<file path="src/rtl/v_hier_pkg.sv">
// Shared types and default sizing for the v_hier scheduler slice.
package v_hier_pkg;

    localparam int unsigned DEF_NREQ  = 4;
    localparam int unsigned DEF_WIDTH = 4;
    localparam int unsigned DEF_LAT   = 2;

    typedef enum logic [1:0] {
        ST_IDLE = 2'd0,
        ST_WAIT = 2'd1,
        ST_RESP = 2'd2
    } state_e;

endpackage

</file>
<file path="src/rtl/v_hier_rr_pick.sv">
// Combinational round-robin selector: first pending request at or above ptr, wrapping.
module v_hier_rr_pick
    import v_hier_pkg::*;
#(
    parameter  int unsigned NREQ = DEF_NREQ,
    localparam int unsigned IDW  = $clog2(NREQ)
) (
    input  logic [NREQ-1:0] req,
    input  logic [IDW-1:0]  ptr,
    output logic [NREQ-1:0] grant,
    output logic [IDW-1:0]  gidx,
    output logic            any
);

    // Index arithmetic is one bit wider so non-power-of-two NREQ wraps correctly.
    always_comb begin
        logic [IDW:0]   sum;
        logic [IDW-1:0] idx;
        grant = '0;
        gidx  = '0;
        any   = 1'b0;
        sum   = '0;
        idx   = '0;
        for (int unsigned k = 0; k < NREQ; k++) begin
            sum = {1'b0, ptr} + (IDW+1)'(k);
            if (sum >= (IDW+1)'(NREQ)) begin
                sum = sum - (IDW+1)'(NREQ);
            end
            idx = sum[IDW-1:0];
            if (!any && req[idx]) begin
                any        = 1'b1;
                gidx       = idx;
                grant[idx] = 1'b1;
            end
        end
    end

endmodule

</file>
<file path="src/rtl/v_hier_sub_sched.sv">
// Shares one v_hier_sub datapath among NREQ requesters: round-robin grant,
// hold operand LAT cycles, sample result, return it over a valid/ready port.
module v_hier_sub_sched
    import v_hier_pkg::*;
#(
    parameter  int unsigned NREQ  = DEF_NREQ,
    parameter  int unsigned WIDTH = DEF_WIDTH,
    parameter  int unsigned LAT   = DEF_LAT,
    localparam int unsigned IDW   = $clog2(NREQ)
) (
    input  logic                  clk,
    input  logic                  rst_n,
    input  logic [NREQ-1:0]       req_valid,
    input  logic [NREQ*WIDTH-1:0] req_data,
    output logic [NREQ-1:0]       req_ready,
    output logic                  rsp_valid,
    input  logic                  rsp_ready,
    output logic [IDW-1:0]        rsp_id,
    output logic [WIDTH-1:0]      rsp_data,
    output logic [WIDTH-1:0]      sub_avec,
    input  logic [WIDTH-1:0]      sub_qvec,
    output logic                  busy
);

    localparam int unsigned CNTW = $clog2(LAT + 1);

    state_e           state_q, state_d;
    logic [IDW-1:0]   ptr_q, ptr_d;
    logic [CNTW-1:0]  cnt_q, cnt_d;
    logic [WIDTH-1:0] sub_avec_q, sub_avec_d;
    logic             rsp_valid_q, rsp_valid_d;
    logic [IDW-1:0]   rsp_id_q, rsp_id_d;
    logic [WIDTH-1:0] rsp_data_q, rsp_data_d;

    logic [NREQ-1:0]  grant;
    logic [IDW-1:0]   gidx;
    logic             any;
    logic [WIDTH-1:0] sel_data;

    v_hier_rr_pick #(.NREQ(NREQ)) u_pick (
        .req   (req_valid),
        .ptr   (ptr_q),
        .grant (grant),
        .gidx  (gidx),
        .any   (any)
    );

    // Operand mux for the winning requester.
    always_comb begin
        sel_data = '0;
        for (int unsigned i = 0; i < NREQ; i++) begin
            if (gidx == IDW'(i)) begin
                sel_data = req_data[i*WIDTH +: WIDTH];
            end
        end
    end

    always_comb begin
        state_d     = state_q;
        ptr_d       = ptr_q;
        cnt_d       = cnt_q;
        sub_avec_d  = sub_avec_q;
        rsp_valid_d = rsp_valid_q;
        rsp_id_d    = rsp_id_q;
        rsp_data_d  = rsp_data_q;
        req_ready   = '0;
        case (state_q)
            ST_IDLE: begin
                if (any) begin
                    // Gated by rst_n so no accept strobe is seen while reset is held.
                    req_ready  = rst_n ? grant : '0;
                    sub_avec_d = sel_data;
                    rsp_id_d   = gidx;
                    ptr_d      = (gidx == IDW'(NREQ - 1)) ? '0 : gidx + IDW'(1);
                    cnt_d      = CNTW'(LAT);
                    state_d    = ST_WAIT;
                end
            end
            ST_WAIT: begin
                cnt_d = cnt_q - CNTW'(1);
                if (cnt_q == CNTW'(1)) begin
                    rsp_data_d  = sub_qvec;
                    rsp_valid_d = 1'b1;
                    state_d     = ST_RESP;
                end
            end
            ST_RESP: begin
                if (rsp_ready) begin
                    rsp_valid_d = 1'b0;
                    sub_avec_d  = '0;
                    state_d     = ST_IDLE;
                end
            end
            default: state_d = ST_IDLE;
        endcase
    end

    always_ff @(posedge clk or negedge rst_n) begin
        if (!rst_n) begin
            state_q     <= ST_IDLE;
            ptr_q       <= '0;
            cnt_q       <= '0;
            sub_avec_q  <= '0;
            rsp_valid_q <= 1'b0;
            rsp_id_q    <= '0;
            rsp_data_q  <= '0;
        end else begin
            state_q     <= state_d;
            ptr_q       <= ptr_d;
            cnt_q       <= cnt_d;
            sub_avec_q  <= sub_avec_d;
            rsp_valid_q <= rsp_valid_d;
            rsp_id_q    <= rsp_id_d;
            rsp_data_q  <= rsp_data_d;
        end
    end

    assign sub_avec  = sub_avec_q;
    assign rsp_valid = rsp_valid_q;
    assign rsp_id    = rsp_id_q;
    assign rsp_data  = rsp_data_q;
    assign busy      = (state_q != ST_IDLE);

endmodule

</file>
<file path="config.mk">
export PLATFORM = sky130hd
export DESIGN_NAME = v_hier_sub_sched
export DESIGN_NICKNAME = d
export VERILOG_FILES = /design/src/rtl/v_hier_pkg.sv /design/src/rtl/v_hier_rr_pick.sv /design/src/rtl/v_hier_sub_sched.sv
export SDC_FILE = /design/constraint.sdc
export NUM_CORES = 1
export LEC_CHECK = 0
export CAP_MARGIN = 40
export CORE_MARGIN = 5
export CORE_UTILIZATION = 52
export DETAILED_ROUTE_END_ITERATION = 8
export DONT_BUFFER_PORTS = 1
export PLACE_DENSITY = 0.67
export SETUP_SLACK_MARGIN = 0.3
export SKIP_LAST_GASP = 1
export SLEW_MARGIN = 40
export SYNTH_ARGS = -nofsm -noshare
export SYNTH_HDL_FRONTEND = slang
export SYNTH_SLANG_ARGS = --single-unit
</file>
<file path="constraint.sdc">
create_clock -name clk -period 4.9 [get_ports clk]
set_input_delay 0.49 -clock clk [delete_from_list [all_inputs] [get_ports clk]]
set_output_delay 0.49 -clock clk [all_outputs]
set_load 0.02 [all_outputs]
</file>
# Word level (Yosys, flattened, before mapping)
# Cells that the tools add are included.
# word_totals
regBits	17
# classes
addsub	9
magnitude_cmp	12
eq_ne	9
muxes	52
bitwise_logic	3
reduce_logical	22
# op_table
cell	count
2-to-1 mux 4 bit	13
2-to-1 mux 2 bit	13
2-to-1 mux 1 bit	14
less-than comparator 2 x 3 -> 1 bit, second input constant	4
OR 4 bit	3
subtractor 2 x 1 -> 2 bit, second input constant	5
greater-or-equal comparator 3 bit, second input constant	3
AND reduction 3 bit	3
binary-select mux 1 bit (select 2 bit)	4
demux 1 bit (select 2 bit)	4
greater-or-equal comparator 2 x 1 -> 1 bit, second input constant	4
case mux 4 bit (2 select lines)	1
nonzero test 2 bit	4
logical AND 1 bit	7
adder 2 x 2 -> 3 bit, second input constant	2
equality test 2 x 1 -> 1 bit, second input constant	3
equality test 2 bit, second input constant	3
!= test 2 bit, second input constant	3
case mux 2 bit (3 select lines)	1
AND reduction 2 bit	3
zero test 2 bit	2
case mux 2 bit (2 select lines)	1
adder 2 x 1 -> 3 bit, second input constant	1
greater-or-equal comparator 2 x 3 -> 1 bit, second input constant	1
3 further kinds	5

# Depth between registers and ports, before layout
# Gate-level depths: netlist of run 1.
# depth
depth_word	21
ltp_mapped	13
ltp_nobuf	11

# By module
# Synthesis of run 1 repeated with hierarchy kept, for this count alone.
# hier_totals
cells_unflattened	129
hier_area_um2	1390.1
# by_module_without_submodules
module	n_inst	cells_each	area_each_um2	seq_area_each_um2
v_hier_sub_sched	1	84	968.4	425.4
v_hier_rr_pick	1	45	421.7	0.0

# Worst setup path before layout of run 1
# OpenSTA, ideal clock, no wires.
# synth_timing
path_type	reg-to-output
startpoint	register ptr_q[1]
endpoint	output port req_ready[0]
arrival_ps	2441
t_required_ps	4410
setup_slack_ps	1969
path_stages_with_launch	10
n_path_buf	2
path_cell_list	dfrtp_1 clkbuf_1 inv_1 ha_1 buf_2 nor3_1 or3b_2 o211ai_1 and3_2 o2bb2ai_1
# synth_via
elab_chain_cells	17
elab_cells_between_ends	63
# synth_lines
element	line	rtl
start, declared	v_hier_sub_sched.sv:28	logic [IDW-1:0] ptr_q, ptr_d;
start signal, assigned	v_hier_sub_sched.sv:109	ptr_q <= ptr_d;
branches (longest 15 deep; another with adder 2 x 1 -> 3 bit)	-	
2-to-1 mux 4 bit (*)	v_hier_sub_sched.sv:69	if (any) begin
2-to-1 mux 4 bit (*)	v_hier_sub_sched.sv:67	case (state_q)
end, declared	v_hier_sub_sched.sv:15	output logic [NREQ-1:0] req_ready,
# Every way passes the cells marked *. The select of a mux whose other input is x is not followed.

# Worst setup path in the final report of run 1
# layout_timing
startpoint	register ptr_q[0]
endpoint	output port req_ready[1]
# Same word-level chain as after synthesis.

==> impl_results.md, run 1 <==
- Status: completed
- WL met3: 202 µm
- Most frequent cells in the layout: 17 x dfrtp_1, 16 x o21ai_0, 15 x nand2_1, 15 x a21oi_1, 13 x ha_1
- WS Path Type: reg2out
- Power per cell area: about 750 nW/µm²
- Critical path launch point type: register
- Clock root buffer: clkbuf_4
- Worst endpoint required time: between 4 and 5 ns
- Setup crit end kind: output pin
- Worst-skew pair later-pin latency: 0.29 ns
- Worst Reg-to-Reg Cells: 11
- Avg Synthesized Cell Area: 8.85 µm²
- Starting density of the core: around 53%
- CTS resizes: 0
- Clk buf depth: 2
- Met2 WL post-DR: 1640 µm
- Slew @ Worst Pin: between 0.6 and 0.7 ns
- Vias in the first global route: 1165
- DP Wirelength: 2510 µm
- RSZ-0062 raised after global routing: false
- Crit-path slowest cell: dfrtp_1
- Reg2Reg Launch Point: ptr_q[0]$_DFFE_PN0P_
- Minimum clock period: 3.70 ns
- Final Skew: 0.00873 ns
- Die span in x: 62.2 µm
- Share of layout cells above drive strength 1: approximately 11%
- GPL Wtd Cong: 0.852
- Post-route DRC: 0
- Highest cell delay on the worst timing path: 0.77 ns
- Total number of vias: 1214
- Worst-path cell chain: inv_2 > ha_1 > mux4_2 > a211oi_2 > a221oi_1 > o2bb2ai_1
- First-pass GRT wire length: 5470 µm
- PortBufs: 0
- Ports: 43
- CTS clock-pin slew for the worst setup and hold paths: 0.10 ns
- Most common cell after layout, fill and taps aside: dfrtp_1
- GR Util All Layers: 17.0%
- Top_reg_cell synth: dfrtp_1
- Syn nets: 200
- Fillers: 272
- DR WL/cell: 17.7 µm
- Hold Violations, Final: 0
- Nets: 197
- Site Rows: 19
- FFs w/ async S/R, synth: between 90% and 100%
- Seq cells post-synth: 17
- Final ANT Viol Nets: 0
- Routed vias/inst: 6.49
- Cells after DPL: 182
- Max-Cap Viols: 0
- Critical path fanouts, max: 19
- Pin count of the biggest net entering global routing: 20
- Synth cell types: 40
- Fmax: ~0.27 GHz
- Post-CTS Setup Repair Bufs: 0
- CTS tree: built
- WL final: 3310 µm
- Die Footprint: ~3900 µm²
- Max Used Layer: met4
- Finished Layout Cells: 187
- Num CTS Buffers: 3
- ANT cells: 0
- Ys Warns: 0
- P_leak: 0.609 nW
- Grt ovf: 0
- Period utilization: 75.6%
- Core Box Area: 2690 µm²
- Die height: 62.2 µm
- Fin. max-slew vios: 0
- Critical path origin: ptr_q[0]$_DFFE_PN0P_
- Post-synthesis cell area: roughly 1400 µm²
- Initial antenna violation count: 0
- Number of flops mapped to enable cells by yosys: 0
- Peak VDD IR: roughly 0.00043 V
- # setup viols final: 0
- Cells after Synth: 160
- R2r setup slk: 1.53 ns
- Initial drt markers: about 100
- HP Class: in2async
- Critical path arrival: 3.21 ns
- H-tree Lvls: 1
- Synth-to-Final Area Change: 1.24%
- Max_slew headroom: 57.5%
- DRT met1 WL: 1390 µm
- R2r endpoint: sub_avec[3]$_DFFE_PN0P_
- Final TNS setup: 0 ns
- Post-synthesis sequential area ratio: 30.0%
- TritonCTS Sinks: 17
- First-pass detailed-route iteration total: 6
-- worst max path at each step --
stage,to,cells past startpoint
6_report,req_ready[1],6
5_1_grt,req_ready[0],6
4_1_cts,req_ready[1],6
3_5_place_dp,sub_avec[3]$_DFFE_PN0P_,11
3_3_place_gp,sub_avec[3]$_DFFE_PN0P_,11
2_1_floorplan,req_ready[0],9
-- cells by family (layout without fill, tap and decap cells) --
| group | after synthesis | after routing | synth area share, % |
|---|---|---|---|
| and+or+nand+nor | 55 | 55 | 20.4 |
| AOI/OAI and AO/OA | 53 | 53 | 26.0 |
| DFF | 17 | 17 | 30.0 |
| buffers and inverters | 14 | 10 | 5.03 |
| adders and majority gates | 13 | 13 | 11.5 |
| muxes | 8 | 8 | 7.07 |
-- flip-flops by register name, indices dropped and copies added (netlist names) --
name	count
ptr_q	2
sub_avec	4
rsp_data	4
state_q	2
cnt_q	2
rsp_valid	1
rsp_id	2
-- timing repair --
action                                  4_1_cts  5_1_grt
hold endpoints to repair                     17        0
hold buffers                                  1        0
endpoints found under the setup margin        0        0
-- report_power, final --
group	total, mW	internal [mW]	switching, mW	leakage [nW]
Clock	0.0755	0.0317	0.0438	0.0150
Sequential	0.346	0.211	0.135	0.202
Combinational	0.650	0.276	0.373	0.392
-- through the flow --
stage	utilization, %	hold WS [ns]	power, mW	cell area [µm²]	worst slack (ns)
6_report	53.4	0.0976	1.07	1430	1.20
2_1_floorplan	-	0.194	0.872	1420	1.97
3_3_place_gp	52.2	0.195	0.965	1400	1.66
3_5_place_dp	52.2	0.195	0.992	1400	1.55
5_1_grt	53.4	0.113	1.17	1430	1.05
4_1_cts	53.6	0.292	1.07	1440	1.26
-- metal layers --
| metal | track usage [%] | vias up |
|---|---|---|
| met2 | 29.7 | 43 |
| met3 | 4.14 | 10 |
| met5 | 0 | - |
| li1 | - | 581 |
| met1 | 18.9 | 580 |
| met4 | 8.94 | 0 |
-- synthesized netlist by cell type, types with 4 or more instances --
master / count / area share [%]
dfrtp_1: 17 / 30
o21ai_0: 16 / 5.7
a21oi_1: 15 / 5.3
nand2_1: 15 / 4.0
ha_1: 13 / 11
nor2b_1: 7 / 3.1
a221oi_1: 6 / 3.7
nor2_1: 6 / 1.6
nor3_1: 6 / 2.1
mux2_2: 5 / 4.0
nand2b_1: 5 / 2.2
nand3_1: 5 / 1.8
inv_1: 4 / 1.1
o2bb2ai_1: 4 / 2.5
-- area by class of cell --
type	count	area (µm²)	share of cell area (%)
clock buffer	4	26.3	1.83
inverter	5	18.8	1.31
multi-input combinational	129	920	64.1
sequential	17	425	29.7
tap	31	38.8	2.71
timing repair buffer	1	5.00	0.349
-- worst max-delay path: cells and delay by family, from the launching register on --
family / cells / cell delay, ns
AOI/OAI and AO/OA: 3 / 0.97
adders and majority gates: 1 / 0.53
buffers and inverters: 1 / 0.23
DFF: 1 / 0.77
muxes: 1 / 0.42
No activity file was read; power rests on OpenSTA's default activity.
==> run 2: changes to the inputs <==
Clock period 4.9 ns to 3.8 ns, I/O delays scaled along.
==> run 2 against run 1 <==
Compared with the run above:
- the run now ends with hold timing left
- die area is the same
- combinational power grew 35%
- first-iteration DRC count shrank 26%
- setup slack lost 0.60 ns
- utilization grew 0.61 points
- sequential power grew 21%
- final area grew 1.1%
- sequential share of layout area shrank 0.25 points
- clock power grew 28%
- worst hold slack lost 0.10 ns
- total power grew 30%
- sequential cell count is the same
- largest cell class unchanged
==> impl_results.md, run 2 (synthesis results as in run 1) <==
- Status: finished with violations (was completed)
- Failing checks: hold timing
- R2r setup slk: 0.78 ns (was 1.53 ns)
- Hold Violations, Final: 7 (was 0)
- Core Box Area: 2690 µm² (unchanged)
- Switching share of total power: 51.5% (was 51.6%)
- Nets: 198 (was 197)
- Pint: 0.676 mW (was 0.518 mW)
- Stages on worst setup path: 6 (unchanged)
- Reg2Reg Launch Point: ptr_q[1]$_DFFE_PN0P_ (was ptr_q[0]$_DFFE_PN0P_)
- Final Skew: 0.00760 ns (was 0.00873 ns)
- ANT cells: 0 (unchanged)
- Final TNS setup: 0 ns (unchanged)
- Grt ovf: 0 (unchanged)
- Worst-path cell chain: inv_1 > ha_1 > mux4_2 > a211oi_2 > a221oi_1 > o2bb2ai_1 (was inv_2 > ha_1 > mux4_2 > a211oi_2 > a221oi_1 > o2bb2ai_1)
- Minimum clock period: 3.20 ns
- Initial drt markers: 73 (was 99)
- Clock root buffer: clkbuf_4 (unchanged)
- Flop pwr share: 30.1% (was 32.3%)
- Site Rows: 19 (unchanged)
- Post-route DRC: 0 (unchanged)
- Most frequent cells in the layout: 16 x o21ai_0, 16 x dfrtp_1, 15 x nand2_1, 15 x a21oi_1, 13 x ha_1 (was 17 x dfrtp_1, 16 x o21ai_0, 15 x nand2_1, 15 x a21oi_1, 13 x ha_1)
- Worst Hold Margin: -0.00548 ns (was 0.0976 ns)
- Num CTS Buffers: 3 (unchanged)
- Critical path fanouts, max: 15 (was 19)
- Peak VDD IR: 0.000560 V (was 0.000428 V)
- DR WL/cell: 18.3 µm (was 17.7 µm)
- H-tree Lvls: 1 (unchanged)
- Highest cell delay on the worst timing path: 0.51 ns (was 0.77 ns)
- Switching pwr: 0.717 mW (was 0.553 mW)
- Worst-skew pair later-pin latency: 0.29 ns (about the same)
- Crit-path slowest cell: dfrtp_2 (was dfrtp_1)
- HP Class: in2async (unchanged)
- Die span in x: 62.2 µm (unchanged)
- Post-CTS Setup Repair Bufs: 0 (unchanged)
- Max-Cap Viols: 0 (unchanged)
- GR Util All Layers: 17.2% (was 17.0%)
- Die height: 62.2 µm (unchanged)
- Comb power frac: 62.9% (was 60.6%)
- Starting density of the core: 52.7% (unchanged)
- RSZ-0062 raised after global routing: false (unchanged)
- CTS tree: built (unchanged)
- PortBufs: 0 (unchanged)
- Final ANT Viol Nets: 0 (unchanged)
- Routed vias/inst: 6.58 (was 6.49)
- Vias in the first global route: 1233 (was 1165)
- Clock share of power: 6.9% (was 7.0%)
- Worst Reg-to-Reg Cells: 11 (unchanged)
- Period utilization: between 80% and 90%
- Share of layout cells above drive strength 1: 13.4% (was 10.9%)
- Ports: 43 (unchanged)
- WP buf/inv: 1 (unchanged)
- Max_slew headroom: 66.3% (was 57.5%)
- TritonCTS Sinks: 17 (unchanged)
- Critical path launch point type: register (unchanged)
- Fillers: 245 (was 272)
- WL final: 3440 µm (was 3310 µm)
- Fmax: 0.312 GHz
- Crit path max-delay family: compound AO/OA/AOI/OAI gates (unchanged)
- Setup crit end kind: output pin (unchanged)
- Critical path arrival: 2.82 ns (was 3.21 ns)
- First-pass GRT wire length: 5590 µm (was 5470 µm)
- CTS clock-pin slew for the worst setup and hold paths: 0.10 ns (about the same)
- Die Footprint: 3870 µm² (unchanged)
- Clk buf depth: 2 (unchanged)
- Fin. max-slew vios: 0 (unchanged)
- WS Path Type: reg2out (unchanged)
- Initial antenna violation count: 0 (unchanged)
- Synth-to-Final Area Change: 2.39% (was 1.24%)
- Overall power: 1.39 mW (was 1.07 mW)
- Pin count of the biggest net entering global routing: 19 (was 20)
- Slew @ Worst Pin: 0.506 ns (was 0.638 ns)
- P_leak: 0.618 nW (was 0.609 nW)
- DP Wirelength: 2570 µm (was 2510 µm)
- Total number of vias: 1237 (was 1214)
- GPL Wtd Cong: 0.792 (was 0.852)
- # setup viols final: 0 (unchanged)
- Power per cell area: 961 nW/µm² (was 747 nW/µm²)
- Worst endpoint required time: 3.42 ns (was 4.41 ns)
- First-pass detailed-route iteration total: 4 (was 6)
- R2r endpoint: sub_avec[1]$_DFFE_PN0P_ (was sub_avec[3]$_DFFE_PN0P_)
-- run 2: cell count changes in the layout (fill, tap and decap cells not counted) --
cell / previous run / this run
o2bb2ai_1: 4 / 3
buf_4: 0 / 1
clkinv_2: 0 / 1
dfrtp_1: 17 / 16
dfrtp_2: 0 / 1
o2bb2ai_2: 0 / 1
clkbuf_1: 1 / 0
-- run 2: power by group through the flow --
stage                     Combinational [mW]  Sequential (mW)  Clock (mW)
after floorplan                        0.722            0.402           0
after global placement                 0.833            0.419           0
after detailed placement               0.860            0.425           0
after CTS                              0.873            0.421      0.0993
after global routing                   0.986            0.436       0.110
final                                  0.877            0.420      0.0967
-- run 2: worst max-delay path by stage --
stage	start	endpoint
2_1_floorplan	ptr_q[1]$_DFFE_PN0P_	sub_avec[1]$_DFFE_PN0P_
3_3_place_gp	ptr_q[1]$_DFFE_PN0P_	sub_avec[1]$_DFFE_PN0P_
3_5_place_dp	ptr_q[1]$_DFFE_PN0P_	sub_avec[1]$_DFFE_PN0P_
4_1_cts	ptr_q[1]$_DFFE_PN0P_	req_ready[3]
5_1_grt	ptr_q[1]$_DFFE_PN0P_	req_ready[0]
6_report	ptr_q[1]$_DFFE_PN0P_	req_ready[0]
-- run 2: repair_timing --
| action | CTS | global route |
|---|---|---|
| endpoints found under the setup margin | 0 | 4 |
| gates resized for setup | 0 | 2 |
| hold endpoints to repair | 17 | 0 |
| hold buffers | 1 | 0 |
-- run 2: through the flow --
step	std cells	instance area, µm²	utilization (%)	setup WS (ns)
floorplan	160	1420	-	0.903
global placement	183	1410	52.5	0.839
detailed placement	183	1410	52.5	0.610
CTS	188	1450	53.9	0.486
global route	188	1450	54.0	0.422
finish	188	1450	54.0	0.598
-- run 2: worst register-to-register path: cells and delay by family (launching register included) --
family | cells | cell delay [ns]
AO/OA/AOI/OAI | 5 | 1.19
adder cells (fa/ha/maj) | 2 | 0.69
flip-flops | 1 | 0.51
AND/OR/NAND/NOR | 2 | 0.25
buffers and inverters | 2 | 0.28
-- run 2: layout make-up --
type                    instances  area [µm²]  area share [%]
clock buffers                   3        22.5            1.55
clock inverters                 1        5.00           0.345
inverters                       5        18.8            1.29
multi-input cells             129         926            63.8
flip-flops and latches         17         427            29.4
well taps                      31        38.8            2.67
repair buffers                  2        12.5           0.863
-- run 2: layer usage --
| layer | part of all wire, % | track usage [%] | vias up |
|---|---|---|---|
| met5 | 0 | 0 | - |
| met4 | 0.55 | 5.69 | 0 |
| met3 | 5.8 | 4.68 | 4 |
| met2 | 54 | 31.9 | 41 |
| met1 | 39 | 18.6 | 608 |
| li1 | - | - | 584 |
